<file path="src/rtl/vgahdmi_linefetch.sv">
// Line prefetcher for the 640x480 1bpp bitmap stage: serves display byte reads from
// a 2 x 32-byte line buffer while the other bank is filled over a 32-bit word bus.
module vgahdmi_linefetch #(
    parameter int C_addr_bits   = 30,
    parameter bit C_reset_fetch = 1'b1
) (
    input  logic                   clk,
    input  logic                   reset,
    input  logic [C_addr_bits-1:0] base_addr,
    input  logic [12:0]            disp_addr,
    output logic [7:0]             disp_data,
    output logic [C_addr_bits-1:0] bus_addr,
    output logic                   bus_req,
    input  logic                   bus_ack,
    input  logic [31:0]            bus_data,
    output logic                   underrun
);

    // state | meaning
    // IDLE  | no fetch running; starts init, event or pending fetch
    // REQ   | bus_req high, word w of line tline outstanding

    typedef enum logic {IDLE, REQ} state_t;

    localparam logic [1:0] INIT_NONE  = 2'd0;
    localparam logic [1:0] INIT_L0    = 2'd1;
    localparam logic [1:0] INIT_L1    = 2'd2;
    localparam logic [1:0] INIT_RUN1  = 2'd3;
    localparam logic [1:0] INIT_START = C_reset_fetch ? INIT_L0 : INIT_NONE;

    state_t                 state, state_nx;
    logic [2:0]             w, w_nx;
    logic [7:0]             tline, tline_nx;
    logic [C_addr_bits-1:0] lbase, lbase_nx;
    logic [1:0]             init_stage, init_nx;
    logic                   pending, pending_nx;
    logic [7:0]             pend_line, pend_line_nx;
    logic                   underrun_nx;
    logic [7:0]             prev_line;
    logic [7:0]             cur_line;
    logic [7:0]             next_line;
    logic                   line_event;
    logic                   last_ack;
    logic [7:0]             line_buf [64];

    assign cur_line   = disp_addr[12:5];
    assign next_line  = cur_line + 8'd1;
    assign line_event = (cur_line != prev_line);
    assign last_ack   = (state == REQ) && bus_ack && (w == 3'd7);

    assign bus_req  = (state == REQ);
    assign bus_addr = lbase + C_addr_bits'({tline, w});

    always_ff @(posedge clk or posedge reset) begin
        if (reset) begin
            state      <= IDLE;
            w          <= 3'd0;
            tline      <= 8'd0;
            lbase      <= '0;
            init_stage <= INIT_START;
            pending    <= 1'b0;
            pend_line  <= 8'd0;
            prev_line  <= 8'd0;
            underrun   <= 1'b0;
            disp_data  <= 8'd0;
        end else begin
            state      <= state_nx;
            w          <= w_nx;
            tline      <= tline_nx;
            lbase      <= lbase_nx;
            init_stage <= init_nx;
            pending    <= pending_nx;
            pend_line  <= pend_line_nx;
            prev_line  <= cur_line;
            underrun   <= underrun_nx;
            disp_data  <= line_buf[disp_addr[5:0]];
        end
    end

    // Buffer is not reset; a read and write of the same byte in one cycle returns old data.
    always_ff @(posedge clk) begin
        if (state == REQ && bus_ack) begin
            for (int k = 0; k < 4; k++) begin
                line_buf[{tline[0], w, 2'(k)}] <= bus_data[8*k +: 8];
            end
        end
    end

    always_comb begin
        state_nx     = state;
        w_nx         = w;
        tline_nx     = tline;
        lbase_nx     = lbase;
        init_nx      = init_stage;
        pending_nx   = pending;
        pend_line_nx = pend_line;
        underrun_nx  = 1'b0;

        case (state)
            IDLE: begin
                if (init_stage == INIT_L0) begin
                    state_nx = REQ;
                    w_nx     = 3'd0;
                    tline_nx = 8'd0;
                    lbase_nx = base_addr;
                    init_nx  = INIT_L1;
                end else if (init_stage == INIT_L1) begin
                    state_nx = REQ;
                    w_nx     = 3'd0;
                    tline_nx = 8'd1;
                    init_nx  = INIT_RUN1;
                end else if (line_event || pending) begin
                    state_nx   = REQ;
                    w_nx       = 3'd0;
                    tline_nx   = line_event ? next_line : pend_line;
                    pending_nx = 1'b0;
                    if (tline_nx == 8'd0) lbase_nx = base_addr;
                end
            end
            REQ: begin
                if (bus_ack) begin
                    if (w == 3'd7) begin
                        state_nx = IDLE;
                        if (init_stage == INIT_RUN1) init_nx = INIT_NONE;
                    end else begin
                        w_nx = w + 3'd1;
                    end
                end
            end
            default: state_nx = IDLE;
        endcase

        // A line change that cannot start immediately is queued; only the latest survives.
        if (line_event && !(state == IDLE && init_stage == INIT_NONE)) begin
            pending_nx   = 1'b1;
            pend_line_nx = next_line;
            underrun_nx  = (state == REQ) && !last_ack && (init_stage == INIT_NONE);
        end
    end

endmodule
</file>
<file path="config.mk">
export PLATFORM = sky130hd
export DESIGN_NAME = vgahdmi_linefetch
export DESIGN_NICKNAME = d
export VERILOG_FILES = /design/src/rtl/vgahdmi_linefetch.sv
export SDC_FILE = /design/constraint.sdc
export NUM_CORES = 1
export LEC_CHECK = 0
export BUFFER_PORTS_ARGS = -buffer_cell sky130_fd_sc_hd__buf_4
export CELL_PAD_IN_SITES_DETAIL_PLACEMENT = 1
export CELL_PAD_IN_SITES_GLOBAL_PLACEMENT = 2
export CORE_ASPECT_RATIO = 0.6
export CORE_MARGIN = 1.5
export CORE_UTILIZATION = 45
export CTS_BUF_LIST = sky130_fd_sc_hd__clkbuf_8
export CTS_CLUSTER_DIAMETER = 150
export DETAILED_ROUTE_END_ITERATION = 6
export PLACE_DENSITY = 0.83
export SLEW_MARGIN = 15
export SYNTH_ARGS = -nofsm -noshare
export SYNTH_HDL_FRONTEND = slang
export SYNTH_SLANG_ARGS = --single-unit
</file>
<file path="constraint.sdc">
create_clock -name clk -period 7.4 [get_ports clk]
set_input_delay 1.48 -clock clk [delete_from_list [all_inputs] [get_ports clk]]
set_output_delay 1.48 -clock clk [all_outputs]
set_load 0.1 [all_outputs]
</file>
# ---- Word-level counts from Yosys, hierarchy flattened
# Memories as Yosys holds them, arrays and structs flattened. A register that Yosys moved wholly into a read port is not among the register bits.
# Index checks and enable logic that the tools add are counted.
dict set report word_totals {
  output_inout_bits 40
  reg_bits 62
  elab_cells 83
  ramBits 512
  n_memories 1
}
dict set report op_classes {
  reduce_logical 20
  n_bitwise 1
  n_eq_ne 15
  n_addsub 3
  muxes 34
}
# name depth width read_ports rd_ports_with_merged_regs wr line
set mem_list {}
lappend mem_list {line_buf 64 8 1 1 4 44} ;# logic [7:0] line_buf [64];
# operator count
set op_table {}
lappend op_table {{30-bit two-way mux} 4}
lappend op_table {{8-bit two-way mux} 4}
lappend op_table {{30-bit by 11-bit adder with 30-bit output} 1}
lappend op_table {{3-bit two-way mux} 5}
lappend op_table {{1-bit two-way mux} 13}
lappend op_table {{4-bit AND reduction} 3}
lappend op_table {{2-bit two-way mux} 5}
lappend op_table {{2-bit by 1-bit inequality test with 1-bit output (second input constant)} 5}
lappend op_table {{8-bit by 1-bit adder with 8-bit output (second input constant)} 1}
lappend op_table {{8-bit logical NOT} 1}
lappend op_table {{8-bit inequality test} 1}
lappend op_table {{1-bit logical AND} 6}
lappend op_table {{2-bit inequality test (second input constant)} 3}
lappend op_table {{3-bit one-hot mux with 2 select lines} 1}
lappend op_table {{2-bit nonzero test} 3}
lappend op_table {{2-bit == test (second input constant)} 2}
lappend op_table {{4-bit inequality test (second input constant)} 1}
lappend op_table {{2-bit one-hot mux with 2 select lines} 1}
lappend op_table {{3-bit by 1-bit adder with 3-bit output (second input constant)} 1}
lappend op_table {{3-bit == test (second input constant)} 1}
lappend op_table {{3-bit inequality test (second input constant)} 1}
lappend op_table {{3-bit AND reduction} 1}
lappend op_table {{3-bit nonzero test} 1}
lappend op_table {{2-bit by 1-bit == test with 1-bit output (second input constant)} 1}
lappend op_table {{6 further kinds} 7}

# ---- Depth between registers and ports, before layout
dict set report depth {
  depth_word 7
  ltp_mapped 9
  ltp_nobuf 9
}

# ---- Worst setup path after synthesis
# OpenSTA, ideal clock, no wires.
dict set report synth_timing {
  kind {input port to flip-flop}
  from {in bus_ack}
  to {mem line_buf[0][0], enable pin}
  cell_stages 3
  path_slack_ps 1867
  setup_ps 501
  required_ps 6899
  t_arrival_ps 5031
  n_path_buf 1
  path_cell_list {clkbuf_1 nand2_1 nor4_1}
}
# item line
set synth_lines {}
lappend synth_lines {{start: declaration} 14} ;# input logic bus_ack,
lappend synth_lines {{end: declaration} 44}

# ---- Worst setup path in the final report
dict set report layout_timing {
  from {reg tline[0]}
  to {out bus_addr[28]}
}
dict set report layout_via {
  elab_chain_len 1
}
# item line
set layout_lines {}
lappend layout_lines {{start: declaration} 33} ;# logic [7:0] tline, tline_nx;
lappend layout_lines {{start signal: assignment} 69} ;# tline <= tline_nx;
lappend layout_lines {{30-bit by 11-bit adder with 30-bit output} 52} ;# assign bus_addr = lbase + C_addr_bits'({tline, w});
lappend layout_lines {{end: declaration} 12} ;# output logic [C_addr_bits-1:0] bus_addr,
# Every way passes these cells.

==> results.json <==
{
  "p_leak_nw": 9.367,
  "drt_iter0_drc": 1067,
  "die_h_um": 180.0,
  "drc_errors": 0,
  "synth_top_area_share_pct": 65.42,
  "rsz0062_at_grt": "no",
  "power_per_cell_area_nw_per_um2": 338.8,
  "fmax_mhz": 192.0,
  "gp_congestion": 0.7594,
  "antenna_found_initial": 2,
  "dieArea_um2": 53650,
  "synth_flop_cell": "edfxtp_1",
  "hold_viol": 0,
  "required_ps": 5920,
  "via_count": 11570,
  "holdBufCountCts": 0,
  "wl_um": 54370,
  "dpl.hpwl_um": 31910,
  "reg2reg_from": "prev_line[6]$_DFF_PP0_",
  "async_reset_ff_share_pct": 12.03,
  "ant_nets": 0,
  "relSlewSlack_pct": 22.22,
  "yosysMostFrequentCell": "edfxtp_1",
  "synth_edf_count": 512,
  "post-route-cell-area_um2": 27020,
  "ys_ff_latch": 582,
  "synth_top_area_cell": "edfxtp_1",
  "holdWs_ps": 505.8,
  "status": "finished clean",
  "routedWlPerCell_um": 26.47,
  "cts-root-buf": "clkbuf_8",
  "period_needed_ps": 5209,
  "period_share_pct": 70.39,
  "clock_latency_ps": 670,
  "cts_resized": 0,
  "reg2reg_slack_ps": 4420,
  "syn_area_um2": 23500,
  "critPathCaptureType": "output pin",
  "tns_ps": 0,
  "path_class": "flop to output pin",
  "grt_pass1_wl_um": 82900,
  "drv_slew": 0,
  "overflow": 0,
  "post-route-util_pct": 52.72,
  "ir_drop_mv": 0.3163,
  "first_global_vias": 12710,
  "synth_area_per_cell_um2": 21.02,
  "synth_seq_area_share_pct": 72.88,
  "rows": 64,
  "setup_violations": 0,
  "cts_buffers": 85,
  "layout.nets": 1389,
  "power_mw": 9.154,
  "yosys-top-cells-area": "edfxtp_1, mux4_2, dfrtp_1, mux2_4, ha_1",
  "areaGrowthSynthToFinish_pct": 14.97,
  "clk_pin_slew_worst_paths_ps": 70,
  "diodes": 0,
  "cp_max_fo": 11,
  "initial_utilization_pct": 45.86,
  "vias_per_cell": 5.630,
  "fp.dieW_um": 298.0,
  "n_fill_cell": 4603,
  "grt_max_degree": 69,
  "synth_common_cells": "edfxtp_1, mux4_2, dfrtp_1, nand2_1",
  "start_kind": "flop",
  "cts_tree": "built",
  "setup.worst_path.end": "bus_addr[28]",
  "synth_nets": 1218,
  "cap_violations": 0,
  "reg2regPathDepth": 6,
  "grt_use_total_pct": 20.76,
  "ys_warn_count": 0,
  "layout-drive-gt1-share_pct": 35.56,
  "cp.arrival_ps": 3730,
  "dr.pass1.iters": 5,
  "synth_cells": 1118,
  "placed_cell_area_um2": 25180,
  "r2r-end": "lbase[0]$_DFFE_PP0P_",
  "cts_buffer_depth": 3,
  "core_um2": 51250,
  "post-cts-setup-buffer-count": 0,
  "h-tree-depth": 3,
  "ioPinCount": 118,
  "cts.sinks": 582,
  "hold_path_class": "flop to flop",
  "worst-slew-pin-transition_ps": 1164,
  "ys_types": 62,
  "fin_skew_ps": 30.80,
  "startpoint": "tline[0]$_DFFE_PP0P_",
  "portBuffers": 117
}
==> cell usage in the layout, fill, tap and decap left out, types with 10 or more instances in the layout <==
cell type	instances
xnor2_1	13
a21oi_1	10
inv_1	45
buf_4	128
clkinv_2	19
clkinv_1	11
xor2_1	27
a22oi_1	16
nand2_1	34
nor2_4	11
clkbuf_8	93
nor2_1	19
mux4_2	160
nand3_1	15
mux2_4	30
ha_1	21
dfrtp_1	69
edfxtp_1	512
==> per-stage QoR <==
| stage | instances | worst slack (ps) |
|---|---|---|
| detailed placement | 1888 | 2941 |
| global route | 2054 | 2038 |
| CTS | 2047 | 2183 |
| finish | 2054 | 2191 |
| global placement | 1888 | 2981 |
| floorplan | 1118 | 1867 |
==> kinds of logic after synthesis <==
group,synth area share [%]
AO/OA/AOI/OAI,2.311
XOR/XNOR,1.491
adder cells (fa/ha/maj),1.203
buffers and inverters,1.475
flip-flops,72.88
multiplexers,17.88
AND/OR/NAND/NOR,2.768
==> final cells by class <==
cell class              count  area (µm²)  area share [%]
well taps                 693       867.1           3.209
multi-input cells         465        6140           22.72
inverters                  19       72.57          0.2686
clock buffers              92        1266           4.686
clock inverters            67       417.9           1.547
flip-flops and latches    582       17130           63.39
repair buffers            136        1130           4.181
==> power by group <==
part / internal, mW / leakage [nW] / switching [mW]
registers: 3.97 / 5.51 / 0.202
logic: 0.680 / 2.88 / 1.73
clock network: 1.30 / 0.970 / 1.27
total: 5.95 / 9.37 / 3.20
==> worst max-delay path, cell delays in order (launching register included) <==
cell and delay [ps]:
dfrtp_1 630, ha_1 370, o21a_1 210, o31a_1 120, o31a_1 300, o31ai_2 680, nor2_1 160, xnor2_1 250
buf_4 330
==> routing by layer <==
metal	vias up	track usage [%]	part of all wire [%]
met3	89	4.955	7.0
met5	-	0	0.037
li1	4969	-	-
met1	6099	30.78	45
met2	404	31.30	46
met4	4	5.036	2.0
==> flip-flops by register name, indices dropped and copies added, names as in the netlist <==
signal / count
line_buf: 512
w: 3
underrun: 1
prev_line: 8
bus_req: 1
tline: 8
pend_line: 8
pending: 1
disp_data: 8
init_stage: 2
lbase: 30
==> how the worst min path moves through the flow <==
| stage | from | endpoint | depth (start not counted) |
|---|---|---|---|
| 6_report | tline[4]$_DFFE_PP0P_ | tline[4]$_DFFE_PP0P_ | 2 |
| 3_5_place_dp | tline[4]$_DFFE_PP0P_ | tline[4]$_DFFE_PP0P_ | 2 |
| 2_1_floorplan | tline[1]$_DFFE_PP0P_ | tline[1]$_DFFE_PP0P_ | 2 |
| 4_1_cts | tline[4]$_DFFE_PP0P_ | tline[4]$_DFFE_PP0P_ | 2 |
| 5_1_grt | lbase[3]$_DFFE_PP0P_ | lbase[3]$_DFFE_PP0P_ | 1 |
| 3_3_place_gp | tline[5]$_DFFE_PP0P_ | tline[5]$_DFFE_PP0P_ | 2 |
No activity file was read; power rests on OpenSTA's default activity.
